--- config.mk ---
export PLATFORM = sky130hd
export DESIGN_NAME = timepulse_sequencer_flat
export DESIGN_NICKNAME = d
export VERILOG_FILES = /design/src/rtl/timepulse_sequencer_if.sv /design/src/rtl/timepulse_sequencer.sv /design/src/flat_wrapper.sv
export SDC_FILE = /design/constraint.sdc
export NUM_CORES = 1
export LEC_CHECK = 0
export ABC_CLOCK_PERIOD_IN_PS = 1900
export CORE_AREA = 2 2 56 58
export DETAILED_ROUTE_END_ITERATION = 6
export DIE_AREA = 0 0 58 60
export HOLD_SLACK_MARGIN = 0.15
export PLACE_DENSITY = 0.74
export REMOVE_ABC_BUFFERS = 1
export SLEW_MARGIN = 20
export SYNTH_ARGS = -nofsm -noshare
export SYNTH_HDL_FRONTEND = slang
export SYNTH_SLANG_ARGS = --single-unit
--- constraint.sdc ---
create_clock -name clk -period 1.9 [get_ports clk]
set_clock_uncertainty 0.1 [all_clocks]
set_input_delay 0.38 -clock clk [delete_from_list [all_inputs] [get_ports clk]]
set_output_delay 0.38 -clock clk [all_outputs]
set_load 0.1 [all_outputs]
--- src/rtl/timepulse_sequencer_if.sv ---
// timepulse_sequencer_if: run/stop/step controls and timepulse outputs of the AGC timepulse sequencer
interface timepulse_sequencer_if #(parameter int CNT_W = 16);
  logic run_en;
  logic stop_req;
  logic step;
  logic [11:0] tp;
  logic stopped;
  logic mct_end;
  logic [CNT_W-1:0] mct_count;
  modport master (output run_en, stop_req, step, input tp, stopped, mct_end, mct_count);
  modport slave (input run_en, stop_req, step, output tp, stopped, mct_end, mct_count);
endinterface

--- src/rtl/timepulse_sequencer.sv ---
// timepulse_sequencer: divides clk into one-hot TP1..TP12 memory cycles with run, monitor stop and single-MCT step.
// Optional completed-MCT counter enabled by defining TPSEQ_MCT_COUNTER_EN.
module timepulse_sequencer #(
  parameter int DIV   = 4,
  parameter int CNT_W = 16
) (
  input logic clk,
  input logic rst,
  timepulse_sequencer_if.slave bus
);
  localparam int PW = DIV > 1 ? $clog2(DIV) : 1;
  typedef enum logic [1:0] {IDLE, RUN, HALT} state_t;
  state_t state, state_d;
  logic [11:0] tp, tp_d;
  logic [PW-1:0] psc, psc_d;
  logic stop_pend, stop_pend_d, step_pend, step_pend_d;
  logic mct_end, mct_end_d;
  logic psc_top, last, go, halt_now;
  always_ff @(posedge clk) begin
    if (rst) begin
      state     <= IDLE;
      tp        <= '0;
      psc       <= '0;
      stop_pend <= 1'b0;
      step_pend <= 1'b0;
      mct_end   <= 1'b0;
    end else begin
      state     <= state_d;
      tp        <= tp_d;
      psc       <= psc_d;
      stop_pend <= stop_pend_d;
      step_pend <= step_pend_d;
      mct_end   <= mct_end_d;
    end
  end
  always_comb begin
    psc_top     = psc == PW'(DIV - 1);
    last        = state == RUN && tp[11] && psc_top;
    go          = bus.step || (bus.run_en && !bus.stop_req);
    halt_now    = stop_pend || step_pend || bus.stop_req || !bus.run_en;
    state_d     = state;
    tp_d        = tp;
    psc_d       = psc;
    stop_pend_d = stop_pend;
    step_pend_d = step_pend;
    if (state != RUN) begin
      if (go) begin
        state_d     = RUN;
        tp_d        = 12'd1;
        psc_d       = '0;
        step_pend_d = bus.step;
        stop_pend_d = 1'b0;
      end
    end else if (last) begin
      state_d     = halt_now ? HALT : RUN;
      tp_d        = halt_now ? 12'd0 : 12'd1;
      psc_d       = '0;
      stop_pend_d = 1'b0;
      step_pend_d = 1'b0;
    end else begin
      stop_pend_d = stop_pend || bus.stop_req;
      tp_d        = psc_top ? tp << 1 : tp;
      psc_d       = psc_top ? '0 : psc + PW'(1);
    end
    // mct_end is registered, so it is asserted on the edge entering the final cycle
    mct_end_d = state_d == RUN && tp_d[11] && psc_d == PW'(DIV - 1);
  end
`ifdef TPSEQ_MCT_COUNTER_EN
  logic [CNT_W-1:0] mct_count;
  always_ff @(posedge clk) begin
    if (rst) mct_count <= '0;
    else if (mct_end) mct_count <= mct_count + CNT_W'(1);
  end
  assign bus.mct_count = mct_count;
`else
  assign bus.mct_count = {CNT_W{1'b0}};
`endif
  assign bus.tp      = tp;
  assign bus.stopped = state != RUN;
  assign bus.mct_end = mct_end;
endmodule

--- src/flat_wrapper.sv ---
// flat-port wrapper written by rule: the top's interface ports become plain ports
module timepulse_sequencer_flat 
#(
  parameter int DIV   = 4,
  parameter int CNT_W = 16
)
  (clk, rst, bus_run_en, bus_stop_req, bus_step, bus_tp, bus_stopped, bus_mct_end, bus_mct_count);
  timepulse_sequencer_if #(.CNT_W(CNT_W)) bus_i ();
  input logic clk;
  input logic rst;
  input wire logic [$bits(bus_i.run_en)-1:0] bus_run_en;
  input wire logic [$bits(bus_i.stop_req)-1:0] bus_stop_req;
  input wire logic [$bits(bus_i.step)-1:0] bus_step;
  output wire logic [$bits(bus_i.tp)-1:0] bus_tp;
  output wire logic [$bits(bus_i.stopped)-1:0] bus_stopped;
  output wire logic [$bits(bus_i.mct_end)-1:0] bus_mct_end;
  output wire logic [$bits(bus_i.mct_count)-1:0] bus_mct_count;
  assign bus_i.run_en = bus_run_en;
  assign bus_i.stop_req = bus_stop_req;
  assign bus_i.step = bus_step;
  assign bus_tp = bus_i.tp;
  assign bus_stopped = bus_i.stopped;
  assign bus_mct_end = bus_i.mct_end;
  assign bus_mct_count = bus_i.mct_count;
  timepulse_sequencer #(.DIV(DIV), .CNT_W(CNT_W)) u_core (.clk(clk), .rst(rst), .bus(bus_i));
endmodule
; ---- Word-level counts from Yosys, hierarchy flattened
; Index checks and enable logic that the tools add are counted.
[totals]
input_bits = 5
output_inout_bits = 30
regBits = 19
word_cells = 49
[classes]
eq_ne = 6
n_mux = 19
n_reduce_logical = 16
n_addsub = 1
[op_table]
columns = cell, count
row1 = 2-to-1 mux 12 bit, 4
row2 = 2-to-1 mux 2 bit, 8
row3 = 2-to-1 mux 1 bit, 7
row4 = logical AND 1 bit, 5
row5 = logical OR 1 bit, 5
row6 = "equality test 2 x 1 -> 1 bit, second input constant", 2
row7 = "equality test 2 bit, second input constant", 2
row8 = "inequality test 2 x 1 -> 1 bit, second input constant", 2
row9 = AND reduction 2 bit, 2
row10 = nonzero test 3 bit, 1
row11 = "adder 2 x 1 -> 2 bit, second input constant", 1
row12 = logical NOT 1 bit, 2
row13 = nonzero test 2 bit, 1

; ---- Logic depth before layout (Yosys ltp)
; Gate-level depths: netlist (run 1).
[depth]
ltp_word = 9
depth_mapped = 5

; ---- Worst setup path before layout (run 1)
; OpenSTA, ideal clock, no wires.
[synth_timing]
path_type = flip-flop to flip-flop
from = reg u_core.tp[11], in the netlist u_core.bus.tp[11]
to = reg u_core.tp[1], in the netlist u_core.bus.tp[1]
path_stages_with_launch = 5
path_buffers = 1
path_slack_ns = -0.018
t_arrival_ns = 1.692
synth_period_minus_slack_ns = 1.918
path_cell_list = dfxtp_1 > and4bb_1 > buf_6 > a32oi_1 > o21ai_0
[synth_between]
elab_chain_len = 4
elab_cells_between_ends = 6
classes_between = 2 x mux / 4 x reduce/logical
[synth_rtl]
columns = item, line
row1 = start: declaration, timepulse_sequencer.sv:14  ; logic [11:0] tp, tp_d;
row2 = start signal: assignment, timepulse_sequencer.sv:29  ; tp <= tp_d;
row3 = logical AND 1 bit * (2 in series), timepulse_sequencer.sv:38  ; last = state == RUN && tp[11] && psc_top;
row4 = nonzero test 3 bit (no source line) / 2-to-1 mux 12 bit (equally long branches), n/a
row5 = AND reduction 2 bit (no source line) / 2-to-1 mux 12 bit (equally long branches), n/a
; Every way passes the cells marked *; elsewhere a longest branch is shown, timed or not.
; A chain may end at the register's enable or synchronous reset.

; ---- Final worst setup path (run 1)
[layout_timing]
from = reg u_core.state[0]
to = out bus_stopped
[layout_between]
elab_chain_len = 1
[layout_rtl]
columns = item, line
row1 = start: declaration, timepulse_sequencer.sv:13  ; state_t state, state_d;
row2 = start signal: assignment, timepulse_sequencer.sv:28  ; state <= state_d;
row3 = inequality test 2 x 1 -> 1 bit, timepulse_sequencer.sv:79  ; assign bus.stopped = state != RUN;
row4 = end: declaration, flat_wrapper.sv:15  ; output wire logic [$bits(bus_i.stopped)-1:0] bus_stopped;
; Every way passes these cells.

==> impl_metrics.py, run 1 <==
metrics = {
    "status": {
        "status": "finished clean",
    },
    "placement": {
        "place.gp.congestion": 0.7871,
        "port_buffers": 18,
        "detailedPlacementHpwl_um": 1590,
        "pre_cts_slack_ns": -0.04939,
        "dp_cells": 168,
    },
    "critical_path": {
        "endpoint_kind": "output pin",
        "cp_max_fo": 9,
        "timing.critical_path.from_type": "flip-flop",
        "data_required_time_at_the_worst_endpoint_ns": 1.42,
        "ff2ff_setup_slack_ns": 0.33,
        "r2r-start": "u_core.psc[0]",
        "worst-setup-path-type": "flip-flop to output pin",
        "timing.critical_path.cells": "nor2b_4 -> inv_6 -> buf_12",
        "crit_buf_inv": 2,
        "critPathMaxStageDelay_ns": 0.40,
        "critPathTopFamily": "flip-flops",
        "critical_path_arrival_ns": 1.28,
        "slowest_stage": "sky130_fd_sc_hd__dfxtp_1",
        "crit-reg2reg-capture": "u_core.bus.tp[1]",
        "rr_worst_depth": 5,
    },
    "detailed_routing": {
        "ant_nets": 0,
        "drcViolationCount": 0,
        "vias": 884,
        "drt_iter0_drc": 20,
        "met2WireLength_um": 1064,
        "finalWirelength_um": 2176,
        "routedWlPerCell_um": 12.65,
        "detail_route.first_pass.iterations": 4,
        "via_per_inst": 5.140,
        "highest_layer": "met4",
        "wl_met3_um": 100,
        "detail_route.wirelength.met1_um": 981,
    },
    "hold_path": {
        "timing.hold.worst.class": "flip-flop to flip-flop",
        "worstHoldEndpoint": "u_core.psc[1]",
        "hold_start": "u_core.psc[1]",
        "whs_path_depth": 2,
    },
    "power_and_ir_drop": {
        "total_power_uw": 891.4,
        "power.switching_uw": 358.3,
        "power_per_cell_area_nw_per_um2": 632.2,
        "max-vdd-ir-drop_mv": 0.3596,
        "seq_power_share_pct": 46.8,
        "leakage_uw": 0.0005649,
        "internal_power_uw": 533.2,
        "power.clock.fraction_pct": 23.8,
        "power.share.switching_pct": 40.19,
        "combinationalPowerShare_pct": 29.4,
    },
    "logic_synthesis": {
        "yosysMostFrequentCell": "sky130_fd_sc_hd__dfxtp_1",
        "synthDominantCellAreaShare_pct": 34.82,
        "seq_area_frac_synth_pct": 34.82,
        "yosys-top-cells-count": "19 x sky130_fd_sc_hd__dfxtp_1, 16 x sky130_fd_sc_hd__buf_4, 15 x sky130_fd_sc_hd__nand2_1, 9 x sky130_fd_sc_hd__nor2b_1, 8 x sky130_fd_sc_hd__a22oi_1",
        "synthesis.yosys.warnings": 0,
        "ys_ff_latch": 19,
        "synth_top_flop_cell": "sky130_fd_sc_hd__dfxtp_1",
        "async_reset_ff_share_pct": 0,
        "syn_area_per_cell_um2": 9.102,
        "yosys.cell_types.count": 38,
        "synthCells": 120,
        "synth_area_leader_cell": "sky130_fd_sc_hd__dfxtp_1",
        "synth-edff-count": 0,
        "yosys-top-cells-area": "sky130_fd_sc_hd__dfxtp_1 35%, sky130_fd_sc_hd__buf_4 11%, sky130_fd_sc_hd__a22oi_1 5.5%",
        "syn-cell-area_um2": 1092,
    },
    "sta": {
        "hold_violations": 0,
        "tightest_slew_ns": 0.6349,
        "drv_slew": 0,
        "postLayoutSetupSlackWorst_ns": 0.1410,
        "finalWorstPathRequiredPeriod_ns": 1.759,
        "timing.fmax_mhz": 568.5,
        "rsz0062_at_grt": "false",
        "final_setup_violation_count": 0,
        "worst_slew_margin_rel_pct": 57.49,
        "whs_ns": 0.3935,
        "fin_crit_sh_pct": 92.58,
    },
    "die": {
        "start_util_pct": 37.63,
        "design.die.area_um2": 3480,
        "placeableCoreArea_um2": 2903,
        "top_level_ports": 35,
        "fp.dieW_um": 58,
        "num_rows": 20,
        "die_y_um": 60,
    },
    "grt": {
        "grt_util_all_layers_pct": 13.69,
        "grt_antenna_before_repair": 0,
        "grt_overflow_total": 0,
        "grt_pass1_vias": 826,
        "grt_start_max_net_pins": 16,
        "first_pass_grt_wire_length_um": 3650,
    },
    "job": {
        "max-cap-violations": 0,
    },
    "final_layout": {
        "drive_above_1_share_pct": 21.58,
        "diodes": 0,
        "fillerInstances": 287,
        "number_of_nets_in_the_layout": 146,
        "final_core_util_pct": 48.58,
        "layout-area-overhead-vs-synth_pct": 29.09,
        "instances_no_fill": 172,
    },
    "clock_tree": {
        "cts_htree_levels": 1,
        "reg_clk_slew_reported_paths_ns": 0.11,
        "insertion_delay_ns": 0.30,
        "clock_sinks": 19,
        "cts-root-buf": "sky130_fd_sc_hd__clkbuf_4",
        "post-cts-setup-buffer-count": 0,
        "postCtsHoldBufs": 0,
        "tritoncts.num_buffers": 3,
        "tritoncts": "built",
        "clk_path_buf_depth": 2,
        "post_cts.resized_instances": 1,
    },
}
## routing by layer
metal / vias to the layer above / GRT usage, %
li1: 440 / -
met1: 417 / 15.98
met2: 23 / 24.35
met3: 4 / 1.948
met4: 0 / 6.977
met5: - / 0
## final cells by class
cell class / instances / area, µm² / area share (%)
Clock buffer: 3 / 22.52 / 1.597
Inverter: 4 / 20.02 / 1.420
Clock inverter: 1 / 5.005 / 0.3549
Sequential cell: 19 / 380.4 / 26.97
Tap cell: 33 / 41.29 / 2.928
Timing Repair Buffer: 22 / 350.3 / 24.84
Multi-Input combinational cell: 90 / 590.6 / 41.88
## power by group through the flow
stage	registers, µW	logic [µW]	clock network (µW)
global placement	425	258	0
floorplan	439	196	0
finish	417	262	212
CTS	417	262	214
global route	420	272	229
detailed placement	426	261	0
## tightest hold or removal path, cell delays in order (launching register included)
cell	delay, ns
sky130_fd_sc_hd__dfxtp_1	0.33
sky130_fd_sc_hd__nand2_1	0.06
sky130_fd_sc_hd__o22ai_1	0.07
## worst max-delay path by stage
stage | endpoint | cells past startpoint | start | slack (ns)
global route | bus_stopped | 3 | u_core.state[0] | 0.05
finish | bus_stopped | 3 | u_core.state[0] | 0.14
detailed placement | u_core.bus.tp[2] | 4 | u_core.psc[0] | -0.05
floorplan | u_core.bus.tp[1] | 3 | u_core.bus.tp[11] | 0.002
global placement | u_core.bus.tp[11] | 4 | u_core.psc[0] | 0.02
CTS | bus_stopped | 3 | u_core.state[0] | 0.13
## cell families (layout without fill, tap and decap cells)
family	after synthesis	in the layout	synth area share (%)
compound gates	27	27	18.10
fa+ha+maj	1	1	1.145
buf+inv	26	30	16.72
flops	19	19	34.82
mux	1	1	0.9164
other cells	1	16	0.3433
simple gates	45	45	27.95
## state kept, by name (all words and copies together), names as in the netlist
signal	cells
u_core.stop_pend	1
u_core.bus.mct_end	1
u_core.psc	2
u_core.state	2
u_core.bus.tp	12
u_core.step_pend	1
## through the flow
stage / cell area (µm²) / TNS, ns
2_1_floorplan: 985.9 / 0
3_3_place_gp: 1378 / 0
3_5_place_dp: 1378 / -0.2594
4_1_cts: 1410 / 0
5_1_grt: 1410 / 0
6_report: 1410 / 0
## placed cells by master (no fill, tap or decap), drive strengths merged
cell type | Yosys | layout
inv | 3 | 3
nand2b | 2 | 2
mux2i | 1 | 1
nor2b | 10 | 10
buf | 22 | 18
nand4 | 5 | 5
and3 | 2 | 2
nand3b | 1 | 1
nor4 | 1 | 1
o21a | 1 | 1
clkinv | 1 | 2
clkbuf | 0 | 3
dfxtp | 19 | 19
and4bb | 1 | 1
a31o | 1 | 1
nand2 | 15 | 15
o22ai | 1 | 1
o32ai | 1 | 1
o21ai | 7 | 7
ha | 1 | 1
nor3b | 3 | 3
and4 | 1 | 1
clkdlybuf4s50 | 0 | 4
a32oi | 3 | 3
o2111ai | 1 | 1
conb | 1 | 16
o311a | 1 | 1
a22oi | 8 | 8
o2111a | 1 | 1
nor3 | 1 | 1
o31ai | 2 | 2
and3b | 1 | 1
nand3 | 2 | 2
Note: power is estimated with default switching activity, not from simulation.
==> run 2: changes to the inputs <==
--- a/config.mk
+++ b/config.mk
@@ -7,6 +7,7 @@
 export LEC_CHECK = 0
 export ABC_CLOCK_PERIOD_IN_PS = 1900
 export CORE_AREA = 2 2 56 58
+export CTS_CLUSTER_SIZE = 10
 export DETAILED_ROUTE_END_ITERATION = 6
 export DIE_AREA = 0 0 58 60
 export HOLD_SLACK_MARGIN = 0.15
==> results of run 2 <==
The final DEF is identical to that of run 1; final timing and power are the same.
